==> config.mk <==
export PLATFORM = sky130hd
export DESIGN_NAME = uart_console
export DESIGN_NICKNAME = d
export VERILOG_FILES = /design/src/rtl/uart_console.sv
export SDC_FILE = /design/constraint.sdc
export NUM_CORES = 1
export LEC_CHECK = 0
export CAP_MARGIN = 20
export CORE_UTILIZATION = 64
export CTS_BUF_LIST = sky130_fd_sc_hd__clkbuf_4 sky130_fd_sc_hd__clkbuf_8
export CTS_CLUSTER_DIAMETER = 120
export DETAILED_ROUTE_END_ITERATION = 8
export HOLD_SLACK_MARGIN = 0.15
export PLACE_DENSITY = 0.89
export SETUP_SLACK_MARGIN = 0.3
export SLEW_MARGIN = 20
export SYNTH_ARGS = -nofsm -noshare
export SYNTH_HDL_FRONTEND = slang
export SYNTH_SLANG_ARGS = --single-unit
export TNS_END_PERCENT = 20
==> constraint.sdc <==
create_clock -name clock -period 5.85 [get_ports clock]
set_clock_uncertainty 0.1 [all_clocks]
set_input_delay 1.17 -clock clock [delete_from_list [all_inputs] [get_ports clock]]
set_output_delay 1.17 -clock clock [all_outputs]
set_load 0.1 [all_outputs]
==> src/rtl/uart_console.sv <==
`default_nettype none
// +--------------------------------------------------------------------------+
// | uart_console: CPU6-bus console with TX FIFO, 8N1 serialiser and halt.    |
// | Optional UART_CONSOLE_SIM_PRINT_EN echoes pushed bytes and ends the sim.  |
// | Revision: 1.0                                                            |
// +--------------------------------------------------------------------------+
module uart_console #(
    parameter logic [15:0] BASE_ADDR    = 16'h5a00,
    parameter logic [15:0] HALT_ADDR    = 16'h5b00,
    parameter logic [7:0]  HALT_CODE    = 8'h5a,
    parameter int          CLKS_PER_BIT = 16,
    parameter int          FIFO_DEPTH   = 8
) (
    input  logic        clock,
    input  logic        reset,
    input  logic [15:0] address,
    input  logic        writeEn,
    input  logic [7:0]  dataIn,
    output logic [7:0]  dataOut,
    output logic        select,
    output logic        txd,
    output logic        halt
);
    localparam int              AW          = $clog2(FIFO_DEPTH);
    localparam int              CW          = $clog2(CLKS_PER_BIT);
    localparam logic [CW-1:0]   CNT_LAST    = CW'(CLKS_PER_BIT - 1);
    localparam logic [15:0]     STATUS_ADDR = BASE_ADDR + 16'd1;
    localparam logic [1:0]      S_IDLE      = 2'd0;
    localparam logic [1:0]      S_START     = 2'd1;
    localparam logic [1:0]      S_DATA      = 2'd2;
    localparam logic [1:0]      S_STOP      = 2'd3;

    logic [1:0]    state;
    logic [1:0]    state_next;
    logic [CW-1:0] clk_cnt;
    logic [2:0]    bit_idx;
    logic [7:0]    shreg;
    logic [7:0]    mem [FIFO_DEPTH];
    logic [AW:0]   wptr;
    logic [AW:0]   rptr;
    logic          overflow;
    logic          halt_pending;
    logic          empty;
    logic          full;
    logic          push_req;
    logic          push_ok;
    logic          pop;
    logic          bit_done;
    logic          tx_busy;
    logic          halt_set;

    // Extra pointer MSB distinguishes full from empty when the low bits match.
    assign empty    = (wptr == rptr);
    assign full     = (wptr[AW] != rptr[AW]) && (wptr[AW-1:0] == rptr[AW-1:0]);
    assign push_req = writeEn && (address == BASE_ADDR);
    assign push_ok  = push_req && !full;
    assign pop      = (state == S_IDLE) && !empty;
    assign bit_done = (clk_cnt == CNT_LAST);
    assign halt_set = halt_pending && empty && (state == S_IDLE);

    always_ff @(posedge clock) begin
        if (reset) begin
            wptr     <= '0;
            rptr     <= '0;
            overflow <= 1'b0;
        end else begin
            if (push_ok)
                wptr <= wptr + (AW+1)'(1);
            if (pop)
                rptr <= rptr + (AW+1)'(1);
            if (push_req && full)
                overflow <= 1'b1;
            else if (writeEn && (address == STATUS_ADDR))
                overflow <= 1'b0;
        end
    end

    always_ff @(posedge clock) begin
        if (push_ok)
            mem[wptr[AW-1:0]] <= dataIn;
    end

    always_ff @(posedge clock) begin
        if (reset)
            state <= S_IDLE;
        else
            state <= state_next;
    end

    always_ff @(posedge clock) begin
        if (reset) begin
            clk_cnt <= '0;
            bit_idx <= 3'd0;
            shreg   <= 8'h00;
        end else if (state == S_IDLE) begin
            clk_cnt <= '0;
            bit_idx <= 3'd0;
            if (pop)
                shreg <= mem[rptr[AW-1:0]];
        end else if (bit_done) begin
            clk_cnt <= '0;
            if (state == S_DATA) begin
                shreg   <= {1'b0, shreg[7:1]};
                bit_idx <= bit_idx + 3'd1;
            end
        end else begin
            clk_cnt <= clk_cnt + CW'(1);
        end
    end

    always_comb begin
        state_next = state;
        case (state)
            S_IDLE:  if (!empty) state_next = S_START;
            S_START: if (bit_done) state_next = S_DATA;
            S_DATA:  if (bit_done && (bit_idx == 3'd7)) state_next = S_STOP;
            S_STOP:  if (bit_done) state_next = S_IDLE;
            default: state_next = S_IDLE;
        endcase
    end

    always_comb begin
        txd     = 1'b1;
        tx_busy = (state != S_IDLE);
        case (state)
            S_START: txd = 1'b0;
            S_DATA:  txd = shreg[0];
            default: txd = 1'b1;
        endcase
    end

    // Status is sampled from pre-edge state, so same-cycle push/pop is not visible.
    always_ff @(posedge clock) begin
        if (reset) begin
            dataOut      <= 8'h00;
            select       <= 1'b0;
            halt_pending <= 1'b0;
            halt         <= 1'b0;
        end else begin
            select  <= (address == BASE_ADDR) || (address == STATUS_ADDR);
            dataOut <= (address == STATUS_ADDR) ?
                       {4'b0000, overflow, tx_busy, full, empty} : 8'h00;
            if (writeEn && (address == HALT_ADDR) && (dataIn == HALT_CODE))
                halt_pending <= 1'b1;
            if (halt_set)
                halt <= 1'b1;
        end
    end

`ifdef UART_CONSOLE_SIM_PRINT_EN
    always @(posedge clock) begin
        if (!reset && push_ok)
            $write("%s", dataIn);
        if (!reset && !halt && halt_set) begin
            $display("Simulation terminated by user request.");
            $finish;
        end
    end
`else
    // Synthesis build: halt is only exported on its port.
`endif

endmodule
`default_nettype wire

; ---- After elaboration in Yosys (flattened, before gate mapping)
; Memory sizes are Yosys's and may differ from the RTL's. A register that Yosys moved wholly into a read port is not among the register bits.
; Cells that the tools add are included.
; Widths: inputs -> output; s select.
[word_totals]
input_bits = 27
memories = 1
register_bits = 37
ram_bits = 64
elab_cells = 76
[op_classes]
n_reduce_logical = 25
bitwise_logic = 1
n_mux = 16
addsub = 4
eq_ne = 17
[memory_table]
columns = memory, words, word_bits, read_ports, rd_ports_with_merged_regs, write_ports, line
row1 = mem, 8, 8, 1, 1, 1, 38  ; logic [7:0] mem [FIFO_DEPTH];
[op_table]
columns = cell, n
row1 = $eq 16x15->1 const B, 3
row2 = $mux 8, 4
row3 = $add 4x1->4 const B, 3
row4 = $logic_and 1x1->1, 11
row5 = $eq 8x7->1 const B, 1
row6 = $mux 2, 4
row7 = $ne 2x2->1 const B, 4
row8 = $pmux 2 s4, 1
row9 = $reduce_bool 2->1, 4
row10 = $mux 3, 2
row11 = $eq 2x2->1 const B, 2
row12 = $eq 4x4->1, 1
row13 = $eq 4x4->1 const B, 1
row14 = $mux 1, 4
row15 = $reduce_and 4->1, 1
row16 = $reduce_or 2->1, 2
row17 = $add 3x1->3 const B, 1
row18 = $eq 3x3->1, 1
row19 = $eq 3x3->1 const B, 1
row20 = $reduce_and 3->1, 1
row21 = $reduce_or 3->1, 1
row22 = $eq 2x1->1 const B, 1
row23 = $logic_not 1->1, 2
row24 = $logic_not 2->1, 1
row25 = other kinds (6), 6

; ---- Depth between registers and ports, before layout
; Gate-level depths: netlist of the first run.
[depth]
depth_word = 6
depth_mapped = 7
depth_no_buf = 6

; ---- Worst setup path before layout of the first run
; No wires, ideal clock.
[synth_timing]
kind = input to register
startpoint = in address[1]
endpoint = mem mem[0][0] (enable)
n_path_buf = 2
path_stages = 6
path_slack_ns = 1.802
t_arrival_ns = 3.553
setup_ns = 0.395
path_cell_list = or4_4 > or4_1 > buf_2 > or2_1 > buf_2 > nor4_1
[synth_via]
elab_chain_cells = 5
[synth_lines]
columns = item, line
row1 = from (decl), 16  ; input logic [15:0] address,
row2 = $eq 16x15->1, 55  ; assign push_req = writeEn && (address == BASE_ADDR);
row3 = $logic_and 1x1->1, 55
row4 = $logic_and 1x1->1, 56  ; assign push_ok = push_req && !full;
row5 = $mux 1, 79  ; if (push_ok)
row6 = $mux 1 (implied by the code), 80  ; mem[wptr[AW-1:0]] <= dataIn;
row7 = to (decl), 38
; No other way between the ends.

; ---- Worst setup path after layout of the first run
[layout_timing]
startpoint = in address[1]
endpoint = mem mem[1][2] (enable)
; The elaborated chain is that of the path after synthesis.

==> impl.org, run 1 <==
** Finish
- Fraction of layout cells with a size suffix above 1 :: 17.27%
- At the end of the flow the core is filled with cells to 75.35%.
- The finished cells cover 4785 um2.
- Area overhead of the layout relative to synthesis :: 14.12%
- The number of antenna diodes in the final layout is 0.
- Counting the fill cells in the layout gives 380.
- The net count of the finished layout is 361.

** Drt
- Using the TritonRoute via totals, the vias-per-cell ratio works out to 6.192.
- The final route contains 2520 vias.
- Wires add up to 7.862 mm.
- The detailed router finished its first iteration with 113 violations.
- Number of remaining DRC errors :: 0
- Routed length per placed instance :: 19.32 um
- The first detailed-routing pass took 4 iterations.
- Post-route ant nets :: 0

** Clocking
- The clock passes through at most 2 buffers.
- Number of levels in the clock H-tree :: 3
- The tree built by TritonCTS fans out to 100 sinks.
- TritonCTS built the clock tree.
- Resized cells post-CTS :: 0
- Buffers inserted to repair hold after CTS numbered 0.
- Clock insertion delay at the later pin of the skew report :: 0.36 ns
- Root Buffer Master :: sky130_fd_sc_hd__clkbuf_8
- Clock buffers created by TritonCTS :: 9
- After clock tree synthesis, the clock-pin slew on the worst setup and hold paths is 0.10 ns.
- Post-CTS timing repair inserted 0 buffers for setup.

** Power and ir drop
- Switching power summed over all nets :: 0.0003761 W
- Comb power frac :: 12.9%
- Share of total power in the clock network :: 30.1%
- Internal power comes to 0.001020 W.
- The share of total power dissipated in sequential elements is 57.0%.
- Dividing total power by cell area gives a power density of 291.7 nW/um2.
- Across the VDD grid, the largest voltage drop is 0.0002818 V.
- Leak :: 1.575 nW
- Switching share of power :: 26.95%

** Floorplanning
- The floorplan step defined a core boundary enclosing 6350 um2.
- Die Footprint :: 6879 um2
- Boundary pin count :: 38
- The initial utilization of the core area, before any placement, comes to 66.03%.
- The floorplan step set the die height to 82.94 um.
- Chip Width :: 82.94 um
- Number of core rows :: 29

** Critical path
- The critical path is of the in -> reg type.
- The worst setup path is launched from an input port.
- Worst path required time :: 5.73 ns
- CP Data Arrival Time :: 4.02 ns
- Of all nets on the critical path, the largest fanout is 10.
- The setup check on the worst reg-to-reg path leaves a slack of 2.93 ns.
- The worst setup path is captured at a register.

** Global routing
- Entering global routing, the biggest net connects 31 pins.
- The first global-routing pass estimated 12.82 mm of wire.
- Global router's overall resource usage :: 24.69%
- Via count of the first global-routing pass :: 2582
- Antenna violations before repair :: 0
- Global route total overflow :: 0

** STA
- For the pin with the worst max-slew slack, the measured transition is 0.9756 ns.
- The final number of max-transition violations was 0.
- Setup violations remaining at the end of the flow were counted as 0.
- For this run, the top clock speed supported by timing is 241.1 MHz.
- Setup TNS Final :: 0 ns
- Rel. slew slack :: 34.76%
- Final hold violation count :: 0
- Final Worst Setup Slack :: 1.702 ns
- Minimum clock period after layout :: 4.148 ns
- Share of the clock period used by the worst path :: 70.91%
- RSZ-0062 raised after global routing :: false

** Logic synthesis
- Proportion of synthesized chip area in sequential cells :: 63.03%
- Library cells used by synthesis :: 48
- The cell count after synthesis came out at 294.
- Number of synthesized register bits :: 100
- Dividing the synthesized area by the synthesized cell count gives 14.26 um2.
- Cell area after synthesis :: 4193 um2
- Synthesis Warnings :: 0

** Worst hold path
- The tightest min-delay check is of the reg -> reg type.

** Run
- The tool flagged a number of max-cap violations equal to 0.

** Placement
- Routability-driven placement congestion ratio :: 0.8041
- Detailed placement HPWL :: 5.418 mm
- Port buffering added 33 buffers.
- Placement-stage cell area :: 4582 um2
- Post-placement setup slack :: 1.089 ns

** Run status
- Run status :: completed
synthesized netlist by cell type, drive strengths merged:
cell,n,area [um2]
a211oi,1,7.510
nor3b,4,30.03
nor4b,3,38.79
nand4,2,12.51
nor2,21,78.83
dfxtp,36,720.7
mux2i,6,60.06
inv,8,30.03
and3,1,6.260
buf,11,60.05
or4,5,41.29
nand2b,5,31.28
or3,3,20.02
xnor2,2,17.52
nand2,9,33.78
o21ai,11,55.05
a31oi,3,18.77
conb,1,3.750
o31ai,3,22.52
nand3,4,20.02
a21oi,8,40.04
o41ai,2,17.52
and3b,1,8.760
ha,9,112.6
a221o,1,10.01
a221oi,7,61.31
or3b,1,8.760
nand4bb,2,38.79
nor3,3,15.01
nor4,8,50.05
or4b,1,10.01
edfxtp,64,1922
a311oi,1,8.760
or2,4,25.03
mux2,7,78.83
o21a,1,7.510
clkbuf,11,41.29
mux4,16,360.4
nand4b,1,8.760
xor2,6,52.55
nor2b,1,6.260
cell families after synthesis:
kind of cell,after synthesis,synth area share [%]
mux,29,11.91
simple gates,79,11.55
xor+xnor,8,1.671
fa+ha+maj,9,2.686
other cells,1,0.08944
compound gates,38,5.939
buf+inv,30,3.133
flops,100,63.03
worst paths after layout:
check	start	endpoint	depth (start not counted)
worst min-delay path	overflow	dataOut[3]	1
worst min register to register	overflow	dataOut[3]	1
worst max register to register	wptr[0]	mem[1][2]	4
worst max-delay path	address[1]	mem[1][2]	5
cells in the final DEF, fill, tap and decap left out, drive strengths merged, types with 4 or more instances in the layout:
| cell type | count |
|---|---|
| buf | 6 |
| clkbuf | 9 |
| mux4 | 16 |
| mux2 | 7 |
| a21oi | 8 |
| inv | 12 |
| edfxtp | 64 |
| dfxtp | 36 |
| or2 | 4 |
| xor2 | 6 |
| nor3b | 4 |
| mux2i | 6 |
| nand3 | 4 |
| nand2 | 9 |
| nor2 | 21 |
| conb | 4 |
| ha | 9 |
| a221oi | 7 |
| o21ai | 11 |
| nand2b | 5 |
| nor4 | 8 |
| or4 | 5 |
| clkdlybuf4s50 | 33 |
cell type report:
type / instances / area (um2) / area share (%)
clock inverter: 7 / 72.57 / 1.517
multi-input combinational: 167 / 1443 / 30.15
inverter: 8 / 30.03 / 0.6276
tap: 77 / 96.34 / 2.014
sequential: 100 / 2644 / 55.26
timing repair buffer: 39 / 375.4 / 7.845
clock buffer: 9 / 123.9 / 2.589
metal layers:
metal  part of all wire (%)  global-route usage [%]
met1                     42                   32.53
met2                     51                   39.79
met3                    5.5                   6.262
met4                    1.6                   9.718
met5                      0                       0
stage by stage:
stage / std cells / power, W / hold slack [ns]
6_report: 407 / 0.001396 / 0.3863
5_1_grt: 407 / 0.001451 / 0.4121
4_1_cts: 407 / 0.001403 / 0.3858
3_5_place_dp: 391 / 0.0009910 / 0.3703
3_3_place_gp: 391 / 0.0009828 / 0.3513
2_1_floorplan: 297 / 0.0009366 / 0.3379
flip-flops by register name (all words and copies together), names as in the netlist, named ones only:
| name | cells |
|---|---|
| overflow | 1 |
| rptr | 4 |
| halt | 1 |
| shreg | 8 |
| dataOut | 4 |
| bit_idx | 3 |
| clk_cnt | 4 |
| state | 2 |
| mem | 64 |
| halt_pending | 1 |
| select | 1 |
| wptr | 4 |
power groups by stage:
stage / logic (W) / clock network, W / registers, W
after floorplan: 0.000136 / 0 / 0.000801
after global placement: 0.000172 / 0 / 0.000810
after detailed placement: 0.000179 / 0 / 0.000812
after CTS: 0.000182 / 0.000425 / 0.000796
after global routing: 0.000198 / 0.000453 / 0.000800
final: 0.000180 / 0.000420 / 0.000796
worst max-delay path: stages:
cell and delay [ns]:
sky130_fd_sc_hd__clkdlybuf4s50_1 0.40, sky130_fd_sc_hd__or4_4 0.55, sky130_fd_sc_hd__or4_1 0.68, sky130_fd_sc_hd__or2_1 0.42
sky130_fd_sc_hd__nor4b_2 0.81
No activity file was read; power rests on OpenSTA's default activity.
==> inputs of run 2 (changes only) <==
--- a/config.mk
+++ b/config.mk
@@ -6,12 +6,12 @@
 export NUM_CORES = 1
 export LEC_CHECK = 0
 export CAP_MARGIN = 20
-export CORE_UTILIZATION = 64
+export CORE_UTILIZATION = 59
 export CTS_BUF_LIST = sky130_fd_sc_hd__clkbuf_4 sky130_fd_sc_hd__clkbuf_8
 export CTS_CLUSTER_DIAMETER = 120
 export DETAILED_ROUTE_END_ITERATION = 8
 export HOLD_SLACK_MARGIN = 0.15
-export PLACE_DENSITY = 0.89
+export PLACE_DENSITY = 0.83
 export SETUP_SLACK_MARGIN = 0.3
 export SLEW_MARGIN = 20
 export SYNTH_ARGS = -nofsm -noshare
==> constraint.sdc (replaced) <==
create_clock -name clock -period 3.9 [get_ports clock]
set_clock_uncertainty 0.1 [all_clocks]
set_input_delay 0.78 -clock clock [delete_from_list [all_inputs] [get_ports clock]]
set_output_delay 0.78 -clock clock [all_outputs]
set_load 0.1 [all_outputs]
==> run 2 against run 1 <==
Hold slack got worse by 0.013 ns. Clock power rose by 40%. Non-clock buffer count up 6. Sequential power increased by 49%. Die area up 8.3%. Combinational power increased by 50%. Final area up 0.78%. Routed wire length is 4.4% higher. Register-to-register slack worse by 1.6 ns. Power rose by 47%. Highest routed layer unchanged.
==> impl.org, run 2 (synthesis results as in run 1) <==
** Clocking
- Root Buffer Master :: sky130_fd_sc_hd__clkbuf_8 (unchanged)
- The hold buffer count at cts was 0 (unchanged).
- The number of buffers on the longest clock path came to 2 (unchanged).
- Number of levels in the clock H-tree :: 3 (unchanged)
- The number of clock sinks was 100 (unchanged).
- Clock insertion delay at the later pin of the skew report :: 0.36 ns (about the same)
- The number of cells upsized or downsized after cts is 0 (unchanged).
- The count of buffers added by post-CTS timing repair for setup is 0 (unchanged).
- The clock-pin slew on the worst setup and hold paths was 0.09 ns (was 0.10 ns).
- The TritonCTS clock tree is built (unchanged).
- The number of buffers created by CTS was 9 (unchanged).

** Finish
- Most common cell after layout, fill and taps aside :: sky130_fd_sc_hd__edfxtp_1 (unchanged)
- The flip-flop count of the largest register, all copies and words added was 64 (unchanged).
- Antenna cell count :: 0 (unchanged)
- Nets :: 367 (was 361)
- The synthesis-to-layout area growth came to 15.01% (was 14.12%).
- Most used cells in the layout excluding fill and tap cells: sky130_fd_sc_hd__edfxtp_1, sky130_fd_sc_hd__dfxtp_1, sky130_fd_sc_hd__clkdlybuf4s50_1, sky130_fd_sc_hd__nor2_1, sky130_fd_sc_hd__mux4_2 (unchanged).
- Final core area utilization :: 70.59% (was 75.35%)
- The final standard cell area without fillers came to 4822 um2 (was 4785 um2).
- Non-filler cells in the finished layout :: 431 (was 407)
- Fraction of layout cells with a size suffix above 1 :: 18.21% (was 17.27%)
- Total of fill cells in the finished design :: 476 (was 380)

** Floorplanning
- Number of core rows :: 30 (was 29)
- Die Y-Extent :: 86.30 um (was 82.94 um)
- The area of the die was 7448 um2 (was 6879 um2).
- The core area is 6832 um2 (was 6350 um2).
- Boundary pin count :: 38 (unchanged)
- The initial core utilization came to 61.37% (was 66.03%).
- The die extent in x was 86.30 um (was 82.94 um).

** Power and ir drop
- The maximum VDD drop is 0.0002951 V (was 0.0002818 V).
- The static leakage is 1.595 nW (was 1.575 nW).
- The power per standard cell area is 425.8 nW/um2 (was 291.7 nW/um2).

** STA
- Rel. slew slack :: 35.28% (was 34.76%)
- The number of endpoints failing setup at the final stage was 0 (unchanged).
- The transition time at the pin with the least slew margin came to 0.9678 ns (was 0.9756 ns).
- Counting I/O delays and the setup requirement, the final critical path takes 3.174 ns.
- Pins Over Slew Limit :: 0 (unchanged)
- The number of endpoints with negative hold slack in the final report is 0 (unchanged).
- Setup TNS Final :: 0 ns (unchanged)
- The post-route worst hold slack came to 0.3736 ns (was 0.3863 ns).
- RSZ-0062 raised after global routing :: false (unchanged)
- For this run, the top clock speed supported by timing is 315.1 MHz.
- Share of the clock period used by the worst path :: 81.39%

** Global routing
- The number of global-route vias before repair was 2472 (was 2582).
- Wire length of the first global-routing pass :: 13.01 mm (was 12.82 mm)
- Maximum number of pins on one net before global-route repair :: 23 (was 31)
- The overall fraction of global-route tracks in use came to 24.10% (was 24.69%).
- Antenna violations before repair :: 0 (unchanged)
- The final global-route overflow total is 0 (unchanged).

** Drt
- The number of DRC violations after detailed routing is 0 (unchanged).
- The total number of vias is 2594 (was 2520).
- The average via count per standard cell is 6.019 (was 6.192).
- Post-route ant nets :: 0 (unchanged)
- Iteration count of the initial detailed-routing pass :: 4 (unchanged)
- The total wire length came to 8.204 mm (was 7.862 mm).
- The iteration-0 DRC count of the detailed router was 133 (was 113).
- The average routed wire per standard cell was 19.03 um (was 19.32 um).

** Placement
- Cells after DPL :: 416 (was 391)
- The placed cell area came to 4648 um2 (was 4582 um2).
- Port buffer count :: 33 (unchanged)
- The post-detailed-placement half-perimeter wirelength is 5.821 mm (was 5.418 mm).
- Routability-driven placement congestion ratio :: 0.8345 (was 0.8041)

** Worst hold path
- The type of the most critical hold path is reg -> reg (unchanged).

** Critical path
- Worst path required time :: 3.87 ns (was 5.73 ns)
- Slowest cell on crit path :: sky130_fd_sc_hd__or4b_1 (was sky130_fd_sc_hd__nor4b_2)
- Maximum cell stage delay along the critical path :: 0.58 ns (was 0.81 ns)
- The largest fanout on the critical path is 8 (was 10).
- The type of the setup path with the least slack was in -> reg (unchanged).
- The arrival time reported for the critical path endpoint was 3.14 ns (was 4.02 ns).
- Cell class contributing the biggest share of worst-path delay :: simple AND/OR/NAND/NOR gates (unchanged)
- Startpoint type of the worst setup path :: input port (unchanged)
- Crit path buffers/inverters :: 2 (was 1)
- Worst-path cell chain :: clkdlybuf4s50_1 > or4b_1 > or4_1 > or2_1 > nor4_1 > buf_4 (was clkdlybuf4s50_1 > or4_4 > or4_1 > or2_1 > nor4b_2)
- The category of the worst setup path capture point is a register (unchanged).

** Run status
- Run status: completed (unchanged).

** Run
- Number of maximum-capacitance violations :: 0 (unchanged)
[run 2: tightest hold or removal path, stage by stage (launching register included)]
cell                      delay [ns]
sky130_fd_sc_hd__dfxtp_1        0.32
sky130_fd_sc_hd__nand3_1        0.06
sky130_fd_sc_hd__a21oi_1        0.06
[run 2: layout make-up]
class / instances / area [um2] / share of cell area, %
Clock buffer: 9 / 123.9 / 2.569
Clock inverter: 6 / 48.80 / 1.012
Inverter: 8 / 30.03 / 0.6227
Multi-Input combinational cell: 167 / 1438 / 29.81
Sequential cell: 100 / 2644 / 54.83
Tap cell: 96 / 120.1 / 2.491
Timing Repair Buffer: 45 / 417.9 / 8.666
[run 2: power breakdown]
part | leakage, nW | internal, W | switching, W | total [W]
combinational | 0.642 | 0.000117 | 0.000153 | 0.000270
clock | 0.0871 | 0.000237 | 0.000353 | 0.000590
sequential | 0.866 | 0.00116 | 0.0000325 | 0.00119
total | 1.59 | 0.00151 | 0.000539 | 0.00205
[run 2: metal layers]
metal / up-vias / GRT usage (%) / routed length (um)
li1: 1191 / - / -
met1: 1288 / 33.46 / 3517
met2: 99 / 38.38 / 4064
met3: 16 / 5.333 / 511
met4: 0 / 7.576 / 110
met5: - / 0 / 0
[run 2: per-stage QoR]
| step | worst slack [ns] | total power, W |
|---|---|---|
| 3_5_place_dp | 0.3920 | 0.001487 |
| 6_report | 0.7259 | 0.002053 |
| 5_1_grt | 0.6320 | 0.002127 |
| 2_1_floorplan | 0.2420 | 0.001405 |
| 4_1_cts | 0.7629 | 0.002065 |
| 3_3_place_gp | 0.4293 | 0.001476 |
[run 2: path summary, 6_finish.rpt]
| check | startpoint | endpoint | slack (ns) | cells past startpoint |
|---|---|---|---|---|
| hold reg to reg | shreg[7] | shreg[7] | 0.37 | 2 |
| hold / removal | shreg[7] | shreg[7] | 0.37 | 2 |
| setup / recovery | address[4] | mem[0][2] | 0.73 | 6 |
| setup reg to reg | wptr[0] | mem[0][2] | 1.35 | 6 |
==> inputs of run 3 (changes only) <==
--- a/config.mk
+++ b/config.mk
@@ -6,12 +6,12 @@
 export NUM_CORES = 1
 export LEC_CHECK = 0
 export CAP_MARGIN = 20
-export CORE_UTILIZATION = 59
+export CORE_UTILIZATION = 53
 export CTS_BUF_LIST = sky130_fd_sc_hd__clkbuf_4 sky130_fd_sc_hd__clkbuf_8
 export CTS_CLUSTER_DIAMETER = 120
 export DETAILED_ROUTE_END_ITERATION = 8
 export HOLD_SLACK_MARGIN = 0.15
-export PLACE_DENSITY = 0.83
+export PLACE_DENSITY = 0.79
 export SETUP_SLACK_MARGIN = 0.3
 export SLEW_MARGIN = 20
 export SYNTH_ARGS = -nofsm -noshare
==> constraint.sdc (replaced) <==
create_clock -name clock -period 2.6 [get_ports clock]
set_clock_uncertainty 0.1 [all_clocks]
set_input_delay 0.52 -clock clock [delete_from_list [all_inputs] [get_ports clock]]
set_output_delay 0.52 -clock clock [all_outputs]
set_load 0.1 [all_outputs]
==> run 3 against run 2 <==
Non-clock buffer count rose by 17. Routed wire length shrank 4.6%. Die area increased by 11%. Sequential cell count did not move. Global-route usage down 3.1 points. Combinational power grew 55%. Final area increased by 5.4%. Critical path depth grew 1. Power grew 56%. Hold slack worse by 0.0016 ns. Critical endpoint is now mem[5][3].
==> impl.org, run 3 (synthesis results as in run 1) <==
** Placement
- The count of input and output buffers is 33 (unchanged).
- Detailed placement HPWL :: 5.504 mm (was 5.821 mm)
- Cells after DPL :: 438 (was 416)
- Routability-driven placement congestion ratio :: 0.7751 (was 0.8345)

** Clocking
- The CTS H-tree depth came to 3 (unchanged).
- Clock insertion delay at the later pin of the skew report :: 0.37 ns (was 0.36 ns)
- The number of buffers created by CTS is 9 (unchanged).
- The number of buffers on the longest clock path is 2 (unchanged).
- The number of clock sinks was 100 (unchanged).
- The clock-pin slew on the worst setup and hold paths was 0.09 ns (about the same).
- The TritonCTS clock tree is built (unchanged).
- The buffer cell driving the clock tree root was sky130_fd_sc_hd__clkbuf_8 (unchanged).

** Finish
- Area of the multi-input gates :: 1539 um2 (was 1438 um2)
- Area overhead of the layout relative to synthesis :: 21.28% (was 15.01%)
- Most common cell after layout, fill and taps aside :: sky130_fd_sc_hd__edfxtp_1 (unchanged)
- The share of final-layout standard cells stronger than drive strength 1 was 28.33% (was 18.21%).
- The fill cell instance count of the final layout is 568 (was 476).
- The flip-flop count of the largest register, all copies and words added is 64 (unchanged).
- Most used cells in the layout excluding fill and tap cells: sky130_fd_sc_hd__edfxtp_1, sky130_fd_sc_hd__dfxtp_1, sky130_fd_sc_hd__buf_4, sky130_fd_sc_hd__nor2_1, sky130_fd_sc_hd__mux4_2 (was sky130_fd_sc_hd__edfxtp_1, sky130_fd_sc_hd__dfxtp_1, sky130_fd_sc_hd__clkdlybuf4s50_1, sky130_fd_sc_hd__nor2_1, sky130_fd_sc_hd__mux4_2).
- Non-filler cells in the finished layout :: 455 (was 431)
- The count of inserted antenna diode cells was 0 (unchanged).
- Sequential cell area :: 2643 um2 (was 2644 um2)
- The net total in the final layout is 384 (was 367).

** Critical path
- Max Fanout on Critical Path :: 8 (unchanged)
- The timing startpoint of the critical path is address[7] (was address[4]).
- The critical path startpoint category is an input port (unchanged).
- CP Capture Type :: register (unchanged)
- The data required time of the worst path came to 2.58 ns (was 3.87 ns).
- The launching point of the worst reg2reg path is rptr[0] (was wptr[0]).
- Maximum cell stage delay along the critical path :: 0.53 ns (was 0.58 ns)
- CP Data Arrival Time :: 2.46 ns (was 3.14 ns)
- Slowest cell on crit path :: sky130_fd_sc_hd__or4b_4 (was sky130_fd_sc_hd__or4b_1)
- Crit path buffers/inverters :: 3 (was 2)
- Cell class contributing the biggest share of worst-path delay :: simple AND/OR/NAND/NOR gates (unchanged)
- Class of the most critical setup path :: in -> reg (unchanged)
- Worst-path cell chain: clkbuf_2 > or4b_4 > or4_4 > or2_4 > buf_12 > nor4b_4 > buf_6 (was clkdlybuf4s50_1 > or4b_1 > or4_1 > or2_1 > nor4_1 > buf_4).

** Drt
- The number of DRC violations after detailed routing was 0 (unchanged).
- The length of the first detailed-routing pass in iterations is 4 (unchanged).
- Post-DR vias/cell :: 5.580 (was 6.019)
- The iteration-0 DRC count of the detailed router was 104 (was 133).
- Total Wirelength :: 7.828 mm (was 8.204 mm)
- The average routed wire per standard cell came to 17.20 um (was 19.03 um).
- The total number of vias is 2539 (was 2594).
- Post-route ant nets :: 0 (unchanged)

** Global routing
- The largest net degree at the start of global routing came to 23 (unchanged).
- Global router's overall resource usage :: 21.04% (was 24.10%)
- The number of global-route vias before repair is 2557 (was 2472).
- Wire length of the first global-routing pass :: 12.99 mm (was 13.01 mm)
- Global route total overflow :: 0 (unchanged)
- The number of antenna violations at the first check in global routing is 0 (unchanged).

** Run
- The max-cap violation count was 0 (unchanged).

** Floorplanning
- Die Footprint :: 8271 um2 (was 7448 um2)
- The die extent in x is 90.95 um (was 86.30 um).
- The I/O pin total is 38 (unchanged).
- The number of placement rows came to 32 (was 30).
- The initial core utilization was 54.54% (was 61.37%).
- The height of the die was 90.95 um (was 86.30 um).
- Core area :: 7687 um2 (was 6832 um2)

** Worst hold path
- The type of the most critical hold path was reg -> reg (unchanged).
- The launch point of the worst hold path was shreg[7] (unchanged).

** STA
- Highest attainable clock frequency :: 402.1 MHz
- Share of the clock period used by the worst path :: 95.64%
- The normalized max-slew margin came to 46.18% (was 35.28%).
- Minimum clock period after layout :: 2.487 ns
- RSZ-0062 raised after global routing :: true (was false)
- The final number of max-transition violations came to 0 (unchanged).
- Final hold violation count :: 0 (unchanged)
- Number of setup violations in the final report :: 0 (unchanged)
- The transition time at the pin with the least slew margin was 0.8000 ns (was 0.9678 ns).
- Setup TNS Final :: 0 ns (unchanged)

** Run status
- Run status: completed (unchanged).

** Power and ir drop
- The maximum VDD drop was 0.0003879 V (was 0.0002951 V).
- The power per standard cell area is 630.3 nW/um2 (was 425.8 nW/um2).
- The static leakage came to 1.738 nW (was 1.595 nW).
- Total power draw :: 0.003205 W (was 0.002053 W)
==> run 3: timing repair <==
item | CTS | global route
endpoints found under the setup margin | 68 | 65
gates resized for setup | 34 | 5
setup buffers | 1 | 0
hold buffers | 0 | 0
cloned | 0 | 0
endpoints found under the hold margin | 0 | 0
pin swaps | 8 | 5
==> run 3: final cells by class <==
type	count	area share [%]
Clock buffer	11	2.731
Clock inverter	5	1.206
Inverter	8	0.5906
Multi-Input combinational cell	167	30.27
Sequential cell	100	51.97
Tap cell	102	2.510
Timing Repair Buffer	62	10.73
==> run 3: final timing paths <==
path | endpoint | slack [ns] | cells after the start
max | mem[5][3] | 0.11 | 7
min | shreg[7] | 0.37 | 2
max reg2reg | mem[5][3] | 0.34 | 6
min reg2reg | shreg[7] | 0.37 | 2
==> run 3: worst reg2reg max path, stage by stage (launching register included) <==
cell	delay [ns]
sky130_fd_sc_hd__dfxtp_1	0.44
sky130_fd_sc_hd__xor2_1	0.35
sky130_fd_sc_hd__o41ai_1	0.21
sky130_fd_sc_hd__or2_4	0.30
sky130_fd_sc_hd__buf_12	0.15
sky130_fd_sc_hd__nor4b_4	0.24
sky130_fd_sc_hd__buf_6	0.18
==> run 3: per-stage QoR <==
stage	hold WS (ns)	utilization (%)	setup WS [ns]	area, um2
after floorplan	0.3379	-	-0.3625	4313
after global routing	0.4021	66.15	0.07673	5085
after detailed placement	0.3582	63.67	-0.6936	4895
after CTS	0.3715	66.28	0.03117	5095
final	0.3720	66.15	0.1134	5085
after global placement	0.3528	63.67	-0.6248	4895
==> run 3: power breakdown <==
group	switching, W	internal [W]	total (W)
Clock	0.000527	0.000473	0.00100
Combinational	0.000230	0.000188	0.000418
Sequential	0.0000480	0.00174	0.00179
Total	0.000805	0.00240	0.00320
==> run 3: per-layer routing <==
metal	routed length [um]	track usage, %
met2	3792	33.40
met5	0	0
met1	3605	29.08
met3	294	3.769
met4	136	8.201
